[config.mk]
export PLATFORM = sky130hd
export DESIGN_NAME = sign_extend
export DESIGN_NICKNAME = d
export VERILOG_FILES = /design/src/rtl/rv32i_pkg.sv /design/src/rtl/sign_extend.sv
export SDC_FILE = /design/constraint.sdc
export NUM_CORES = 1
export LEC_CHECK = 0
export CAP_MARGIN = 20
export CORE_UTILIZATION = 38
export CTS_BUF_LIST = sky130_fd_sc_hd__clkbuf_8
export CTS_CLUSTER_SIZE = 25
export DETAILED_ROUTE_END_ITERATION = 10
export PLACE_DENSITY = 0.95
export SYNTH_ARGS = -nofsm -noshare
export SYNTH_HDL_FRONTEND = slang
export SYNTH_SLANG_ARGS = --single-unit
[constraint.sdc]
create_clock -name clk -period 3.1 [get_ports clk]
set_input_delay 0.465 -clock clk [delete_from_list [all_inputs] [get_ports clk]]
set_output_delay 0.465 -clock clk [all_outputs]
set_load 0.005 [all_outputs]
[src/rtl/rv32i_pkg.sv]
`default_nettype none
// ============================================================================
//  Module      : rv32i_pkg
//  Description : Shared RV32I decode definitions: the data width, the
//                immediate-format encoding and the immediate decoder.
//
//                imm_decode() maps instruction bits [31:7] and a format
//                select to the 32-bit immediate and a legal-format flag.
//                It is pure combinational logic. Any caller may reuse it,
//                including a golden model.
//
//  Revision    : 1.0  initial release
// ============================================================================
package rv32i_pkg;

   // Only 32-bit datapaths are supported.
   localparam int XLEN = 32;

   // Immediate format select. Codes 3'b101..3'b111 are reserved.
   typedef enum logic [2:0] {
      IMM_I = 3'b000,
      IMM_S = 3'b001,
      IMM_B = 3'b010,
      IMM_J = 3'b011,
      IMM_U = 3'b100
   } imm_type_e;

   // Decoder result: the immediate plus a flag for a legal format code.
   typedef struct packed {
      logic            valid;
      logic [XLEN-1:0] imm;
   } imm_result_t;

   // raw is indexed by instruction bit position, so each field below reads
   // the same way as the ISA encoding tables.
   // ins[31] is the sign bit for every format. U-type places the field
   // in the upper bits, so it needs no extension.
   function automatic imm_result_t imm_decode(input logic [31:7] raw,
                                              input logic [2:0]  imm_type);
      imm_result_t res;
      res.valid = 1'b0;
      res.imm   = '0;
      case (imm_type)
         IMM_I: begin
            res.valid = 1'b1;
            res.imm   = {{20{raw[31]}}, raw[31:20]};
         end
         IMM_S: begin
            res.valid = 1'b1;
            res.imm   = {{20{raw[31]}}, raw[31:25], raw[11:7]};
         end
         IMM_B: begin
            res.valid = 1'b1;
            res.imm   = {{19{raw[31]}}, raw[31], raw[7], raw[30:25],
                         raw[11:8], 1'b0};
         end
         IMM_J: begin
            res.valid = 1'b1;
            res.imm   = {{11{raw[31]}}, raw[31], raw[19:12], raw[20],
                         raw[30:21], 1'b0};
         end
         IMM_U: begin
            res.valid = 1'b1;
            res.imm   = {raw[31:12], 12'b0};
         end
         // Reserved codes, including X/Z on the select, decode to zero.
         // This default keeps the logic free of latches.
         default: begin
            res.valid = 1'b0;
            res.imm   = '0;
         end
      endcase
      return res;
   endfunction

endpackage : rv32i_pkg
`default_nettype wire

[src/rtl/sign_extend.sv]
`default_nettype none
// ============================================================================
//  Module      : sign_extend
//  Description : RV32I immediate generator for the decode stage.
//                It produces the sign-extended immediate for the I, S, B,
//                J and U formats. The result is available two ways:
//                  * combinationally, for the ALU operand mux and the
//                    branch/jump target adder;
//                  * registered one cycle later, for pipelined datapaths.
//
//  Ports       :
//    clk             in   1   clock (registered outputs only)
//    rst             in   1   synchronous, active-high reset
//    raw_src         in  25   instruction bits [31:7]
//    imm_type        in   3   format select (000 I, 001 S, 010 B,
//                             011 J, 100 U, others reserved)
//    imm_produced    out 32   combinational immediate
//    imm_valid       out  1   combinational legal-format flag
//    imm_produced_q  out 32   imm_produced delayed by one clock
//    imm_valid_q     out  1   imm_valid delayed by one clock
//
//  Revision    : 1.0  initial release
// ============================================================================
module sign_extend #(
   // Width of the datapath. Only 32 is supported.
   parameter int XLEN = rv32i_pkg::XLEN
) (
   input  logic            clk,
   input  logic            rst,
   input  logic [31:7]     raw_src,
   input  logic [2:0]      imm_type,
   output logic [XLEN-1:0] imm_produced,
   output logic            imm_valid,
   output logic [XLEN-1:0] imm_produced_q,
   output logic            imm_valid_q
);

   import rv32i_pkg::*;

   imm_result_t     w_dec;
   logic [XLEN-1:0] r_imm;
   logic            r_valid;

   // Zero-latency decode. It does not depend on clk or rst.
   always_comb begin
      w_dec = imm_decode(raw_src, imm_type);
   end

   assign imm_produced = w_dec.imm;
   assign imm_valid    = w_dec.valid;

   // Pipeline copy. Reset clears only this register, on the edge where it
   // is asserted. The combinational path is unaffected.
   always_ff @(posedge clk) begin
      if (rst) begin
         r_imm   <= '0;
         r_valid <= 1'b0;
      end else begin
         r_imm   <= w_dec.imm;
         r_valid <= w_dec.valid;
      end
   end

   assign imm_produced_q = r_imm;
   assign imm_valid_q    = r_valid;

endmodule : sign_extend
`default_nettype wire

==> results of run 1 <==
## critical path, stage by stage
cell	delay, ps
clkdlybuf4s50_1	630
nor2b_1	530
a31oi_1	190
nand2_1	110
clkdlybuf4s50_1	500
## per-stage QoR
step           power (uW)   util  hold WS [ps]  cell area [um2]  std cells
4_1_cts              1020  0.725           802             2440        287
3_3_place_gp          703  0.699          1100             2350        280
5_1_grt              1070  0.725           821             2440        287
6_report             1010  0.725           805             2440        287
3_5_place_dp          709  0.699          1100             2350        280
2_1_floorplan         548      -           587             1350        143
## worst max-delay path by stage
stage	endpoint	depth (start not counted)	slack, ps	start
6_report	imm_produced[17]	5	200	imm_type[0]
5_1_grt	imm_produced[18]	5	60	imm_type[0]
4_1_cts	imm_produced[17]	5	220	imm_type[0]
3_5_place_dp	imm_produced[1]	5	210	imm_type[0]
3_3_place_gp	imm_produced[18]	5	300	imm_type[0]
2_1_floorplan	imm_produced[1]	4	1430	imm_type[1]
## placed cells by master (no fill, tap or decap)
master           Yosys  routed
a21o_1              11      11
a21oi_1              8       8
a31oi_1             16      16
and2_1               7       7
buf_4                3       6
clkbuf_8             0       6
clkdlybuf4s50_1      0      95
dfxtp_1             33      33
inv_1                2       3
mux2_2               1       1
mux2i_1              6       6
nand2_1              8       8
nand2b_1             1       1
nor2_1              11      11
nor2b_1             21      21
nor3_1               1       1
nor3b_2              2       2
nor3b_4              1       1
nor4_1               1       1
o21ai_1              1       1
or2_2                1       1
xor2_2               1       1
## layer usage
metal / part of all wire / vias up / GRT usage
met3: 0.072 / 4 / 0.0798
met1: 0.39 / 666 / 0.269
met5: 0 / - / 0
met4: 0.011 / 0 / 0.0667
met2: 0.53 / 74 / 0.410
li1: - / 689 / -
## power by group through the flow
stage	clock network (uW)	logic [uW]	registers (uW)
6_report	312	250	450
4_1_cts	322	251	450
2_1_floorplan	0	85.2	462
5_1_grt	348	272	451
3_3_place_gp	0	244	459
3_5_place_dp	0	250	459
## flip-flops by register name (all words and copies together) (netlist names)
name,cells
imm_produced_q,32
imm_valid_q,1
## cell usage after synthesis (2+ instances only)
cell type	count
dfxtp_1	33
nor2b_1	21
a31oi_1	16
a21o_1	11
nor2_1	11
a21oi_1	8
nand2_1	8
and2_1	7
mux2i_1	6
buf_2	3
buf_4	3
clkbuf_1	3
inv_1	2
nor3b_2	2
## cell families after synthesis
group	count (synthesis)	share of synthesized area
simple gates	54	0.232
flops	33	0.489
mux	7	0.0528
buf+inv	12	0.0454
compound gates	36	0.169
xor+xnor	1	0.0120
## area by class of cell
type                       count  area [um2]  area share
timing repair buffer         101         996       0.409
sequential                    33         661       0.271
multi-input combinational     98         629       0.258
clock buffer                   6        82.6      0.0339
tap                           46        57.6      0.0236
inverter                       2        7.51     0.00308
clock inverter                 1        3.75     0.00154
==> flow_summary.yaml, run 1 <==
outcome:
  status: "finished clean"
cts:
  clockBufferDepth: 2
  cts_setup_buffers: 0
  cts.clk_slew.worst_paths_ps: 60
  cts.sinks: 33
  clock-root-buffer: "clkbuf_8"
  postCtsHoldBufs: 0
  htree_num_levels: 2
  postCtsResizedCells: 0
  cts_tree: "done"
  numCtsBuffers: 5
global_routing:
  largest_net_degree_at_the_start_of_global_routing: 14
  grt_first_pass_wirelength_um: 6390
  antenna_found_initial: 0
  first_global_vias: 1358
  global_route.overflow_total: 0
  global_route.usage.total: 0.234
route:
  vias: 1433
  route.final.wire_length_um: 4030
  detail_route.drc_violations: 0
  drt_pass1_iterations: 4
  routed_wire_length_per_instance_um: 14.0
  antenna_violating_nets_post_route: 0
  drt_first_iter_violations: 82
  vias_per_cell: 4.99
synthesis:
  cell_taking_the_most_area_after_synthesis: "dfxtp_1"
  synthTopCellsByArea: "dfxtp_1 (49%), nor2b_1 (9.7%), a31oi_1 (7.4%)"
  synth_sequential_area_ratio: 0.489
  fraction_of_registers_with_async_set_reset: 0
  synth_top_cell_area_share: 0.489
  synth.cell_area_um2: 1350
  synth_enable_flop_cells: 0
  synthesis.instances: 143
  synth.yosys.warnings: 0
  number_of_library_cell_types_mapped_by_synthesis: 23
  prevailing_post_synth_register_cell: "dfxtp_1"
  synth_area_per_inst_um2: 9.45
  syn_nets: 173
  post_synthesis_register_bit_count: 33
power_and_ir_drop:
  power.sequential.fraction: 0.445
  ir_drop_v: 0.000299
  proportion_of_power_drawn_by_combinational_gates: 0.247
  cellPowerDensity_nw_per_um2: 415
  net_sw_frac: 0.237
  clock_power_share: 0.309
  p_int_uw: 772
  p_sw_uw: 240
  leakage_uw: 0.00103
timing:
  timing.final.max_slew_violations: 0
  slew_at_the_pin_closest_to_its_max_slew_limit_ps: 535
  worst_slew_margin_rel: 0.642
  layout_worst_path_cycle_share: 0.936
  timing.final.ws_setup_ps: 198
  setup_violators_final: 0
  hold_viol_final: 0
  rsz_0062_raised_after_global_routing: "no"
  fmax_mhz: 345
  fin_crit_ps: 2900
  fin_setup_tns_ps: 0
placement:
  gp_congestion: 0.720
  port_buffers: 95
  post-dp-hpwl_um: 3070
  detailedPlace.worstSlack_ps: 214
floorplanning:
  die-height_um: 61.6
  core.rowCount: 21
  core_area_um2: 3360
  io_pins: 96
  initial_utilization: 0.402
  die-area_um2: 3800
  die_width_um: 61.6
critical_path:
  start_kind: "input port"
  timing.critical_path.fanout_max: 8
  end_kind: "primary output"
  worstPathRequired_ps: 2630
  worst_path_class_setup: "input port to primary output"
  arrival_time_reported_for_the_critical_path_endpoint_ps: 2440
final_layout:
  antenna-diode-count: 0
  areaGrowthSynthToFinish_pct: 80.4
  drive_above_1_share: 0.0747
  final_nets: 271
  fill_cells: 290
min_path:
  holdCritPathClass: "input port to flip-flop"
  holdCritStartpoint: "raw_src[25]"
  number_of_cells_traversed_by_the_worst_hold_path: 2
  worstHoldEndpoint: "imm_produced_q[5]$_SDFF_PP0_"
run:
  max_cap_viol_count: 0
Note: power is estimated with default switching activity, not from simulation.
==> run 2: changes to the inputs <==
--- a/config.mk
+++ b/config.mk
@@ -14,3 +14,4 @@
 export SYNTH_ARGS = -nofsm -noshare
 export SYNTH_HDL_FRONTEND = slang
 export SYNTH_SLANG_ARGS = --single-unit
+export TNS_END_PERCENT = 50
==> results of run 2 <==
The final DEF is identical to that of run 1; final timing and power are the same.
==> run 3: changes to the inputs <==
--- a/config.mk
+++ b/config.mk
@@ -5,8 +5,9 @@
 export SDC_FILE = /design/constraint.sdc
 export NUM_CORES = 1
 export LEC_CHECK = 0
+export ABC_AREA = 1
 export CAP_MARGIN = 20
-export CORE_UTILIZATION = 38
+export CORE_UTILIZATION = 37
 export CTS_BUF_LIST = sky130_fd_sc_hd__clkbuf_8
 export CTS_CLUSTER_SIZE = 25
 export DETAILED_ROUTE_END_ITERATION = 10
==> flow_summary.yaml, run 3 <==
synthesis:
  synth_area_per_inst_um2: 7.30
  prevailing_post_synth_register_cell: "dfxtp_1"
  synthTopCellsByArea: "dfxtp_1 (52%), nand2_1 (19%), inv_1 (6.2%)"
  synthesis.instances: 175
  syn_nets: 205
  synth_enable_flop_cells: 0
  synth_top_cell_area_share: 0.517
  synth_sequential_area_ratio: 0.517
  number_of_library_cell_types_mapped_by_synthesis: 18
  cell_taking_the_most_area_after_synthesis: "dfxtp_1"
  synth.yosys.warnings: 0
  fraction_of_registers_with_async_set_reset: 0
  synth.most_common_cell: "nand2_1"
  synth.cell_area_um2: 1280
  synth_top_cells_by_count: "nand2_1 (63), dfxtp_1 (33), inv_1 (21)"
  post_synthesis_register_bit_count: 33
final_layout:
  fill_cells: 251
  drive_above_1_share: 0.0806
  most_common_cell_after_layout_fill_and_taps_aside: "clkdlybuf4s50_1"
  register_area_um2: 661
  areaGrowthSynthToFinish_pct: 86.5
  antenna-diode-count: 0
  stdcell_area_um2: 2380
  final_nets: 302
  largest_reg_flops: 32
  final_cell_count_no_fill: 317
  footprint_of_the_multi_input_gates_um2: 487
  top_library_cells_by_usage_in_the_layout_fill_and_taps_aside: "clkdlybuf4s50_1 (95), nand2_1 (63), dfxtp_1 (33)"
route:
  antenna_violating_nets_post_route: 0
  detail_route.drc_violations: 0
  drt_pass1_iterations: 4
  drt_first_iter_violations: 24
  vias: 1416
  routed_wire_length_per_instance_um: 11.6
  route.final.wire_length_um: 3670
  vias_per_cell: 4.47
critical_path:
  timing.critical_path.fanout_max: 11
  start_kind: "input port"
  worst_path_class_setup: "input port to primary output"
  timing.critical_path.cells: "clkdlybuf4s50_1 -> nor2_2 -> nand2_2 -> inv_2 -> nand2_1 -> nand2_1 -> clkdlybuf4s50_1"
  end_kind: "primary output"
  arrival_time_reported_for_the_critical_path_endpoint_ps: 2210
  cpMaxStageDelayCell: "clkdlybuf4s50_1"
  max_stage_delay_ps: 530
  worstPathRequired_ps: 2630
timing:
  hold_viol_final: 0
  fin_worst_hold_slack_ps: 753
  fin_crit_ps: 2670
  fin_setup_tns_ps: 0
  slew_at_the_pin_closest_to_its_max_slew_limit_ps: 334
  worst_slew_margin_rel: 0.777
  fmax_mhz: 374
  layout_worst_path_cycle_share: 0.862
  setup_violators_final: 0
  timing.final.max_slew_violations: 0
  rsz_0062_raised_after_global_routing: "no"
power_and_ir_drop:
  ir_drop_v: 0.000313
  leakage_uw: 0.00112
  p_total_uw: 1090
  cellPowerDensity_nw_per_um2: 459
min_path:
  number_of_cells_traversed_by_the_worst_hold_path: 3
  holdCritStartpoint: "raw_src[30]"
  worstHoldEndpoint: "imm_produced_q[10]$_SDFF_PP0_"
  holdCritPathClass: "input port to flip-flop"
placement:
  dp_cells: 309
  port_buffers: 95
  post-dp-hpwl_um: 2820
  dpl-instance-area_um2: 2260
  gp_congestion: 0.738
global_routing:
  first_global_vias: 1304
  global_route.usage.total: 0.206
  antenna_found_initial: 0
  largest_net_degree_at_the_start_of_global_routing: 24
  global_route.overflow_total: 0
  grt_first_pass_wirelength_um: 5490
cts:
  cts_tree: "done"
  cts_setup_buffers: 0
  cts.clk_slew.worst_paths_ps: 70
  htree_num_levels: 2
  cts.sinks: 33
  clock-root-buffer: "clkbuf_8"
  postCtsHoldBufs: 0
  clockBufferDepth: 2
  numCtsBuffers: 5
  postCtsResizedCells: 0
run:
  max_cap_viol_count: 0
floorplanning:
  die-area_um2: 3690
  core.rowCount: 20
  core_area_um2: 3150
  initial_utilization: 0.405
  die-height_um: 60.8
  io_pins: 96
  die_width_um: 60.8
outcome:
  status: "finished clean"
## run 3: changes by cell type after synthesis, moves of 4 or more
cell,delta
a21o_1,-11
mux2i_1,-6
nor3_1,+5
nor2b_1,-21
nand2_1,+55
a21oi_1,+7
inv_1,+19
a31oi_1,-16
and2_1,-7
nand2_2,+4
## run 3: worst max-delay path: cells and delay by family
kind                   cells  cell delay, ps
buffers and inverters      3            1220
and+or+nand+nor            4             520
## run 3: per-stage QoR
stage	utilization	setup slack, ps
2_1_floorplan	-	1620
3_3_place_gp	0.717	494
3_5_place_dp	0.717	455
4_1_cts	0.756	428
5_1_grt	0.756	333
6_report	0.756	429
## run 3: logic make-up (layout without fill, tap and decap cells)
family                 after synthesis  in the layout  synth area share
and+or+nand+nor                     93             93             0.303
DFF                                 33             33             0.517
buffers and inverters               32            130             0.102
AOI/OAI and AO/OA                   17             17            0.0784
## run 3: routing by layer
metal / GRT usage / share of wire / vias up
met5: 0 / 0 / -
met4: 0.0779 / 0.0079 / 0
met3: 0.0853 / 0.11 / 4
met2: 0.385 / 0.50 / 67
met1: 0.200 / 0.38 / 620
li1: - / - / 725
## run 3: cell type report
| class | instances | share of cell area |
|---|---|---|
| Sequential cell | 33 | 0.277 |
| Clock inverter | 2 | 0.0158 |
| Tap cell | 44 | 0.0231 |
| Timing Repair Buffer | 97 | 0.405 |
| Multi-Input combinational cell | 110 | 0.204 |
| Clock buffer | 6 | 0.0347 |
| Inverter | 25 | 0.0394 |
## run 3: worst max path at each step
stage / endpoint / start / slack, ps
floorplan: imm_produced[30] / imm_type[1] / 1620
global placement: imm_produced[20] / imm_type[1] / 490
detailed placement: imm_produced[20] / imm_type[0] / 450
CTS: imm_produced[20] / imm_type[0] / 430
global route: imm_produced[20] / imm_type[1] / 330
finish: imm_produced[20] / imm_type[0] / 430
## run 3: where the power goes
group / internal (uW) / switching [uW] / total (uW)
combinational: 136 / 89.3 / 226
sequential: 446 / 4.91 / 451
clock: 261 / 156 / 417
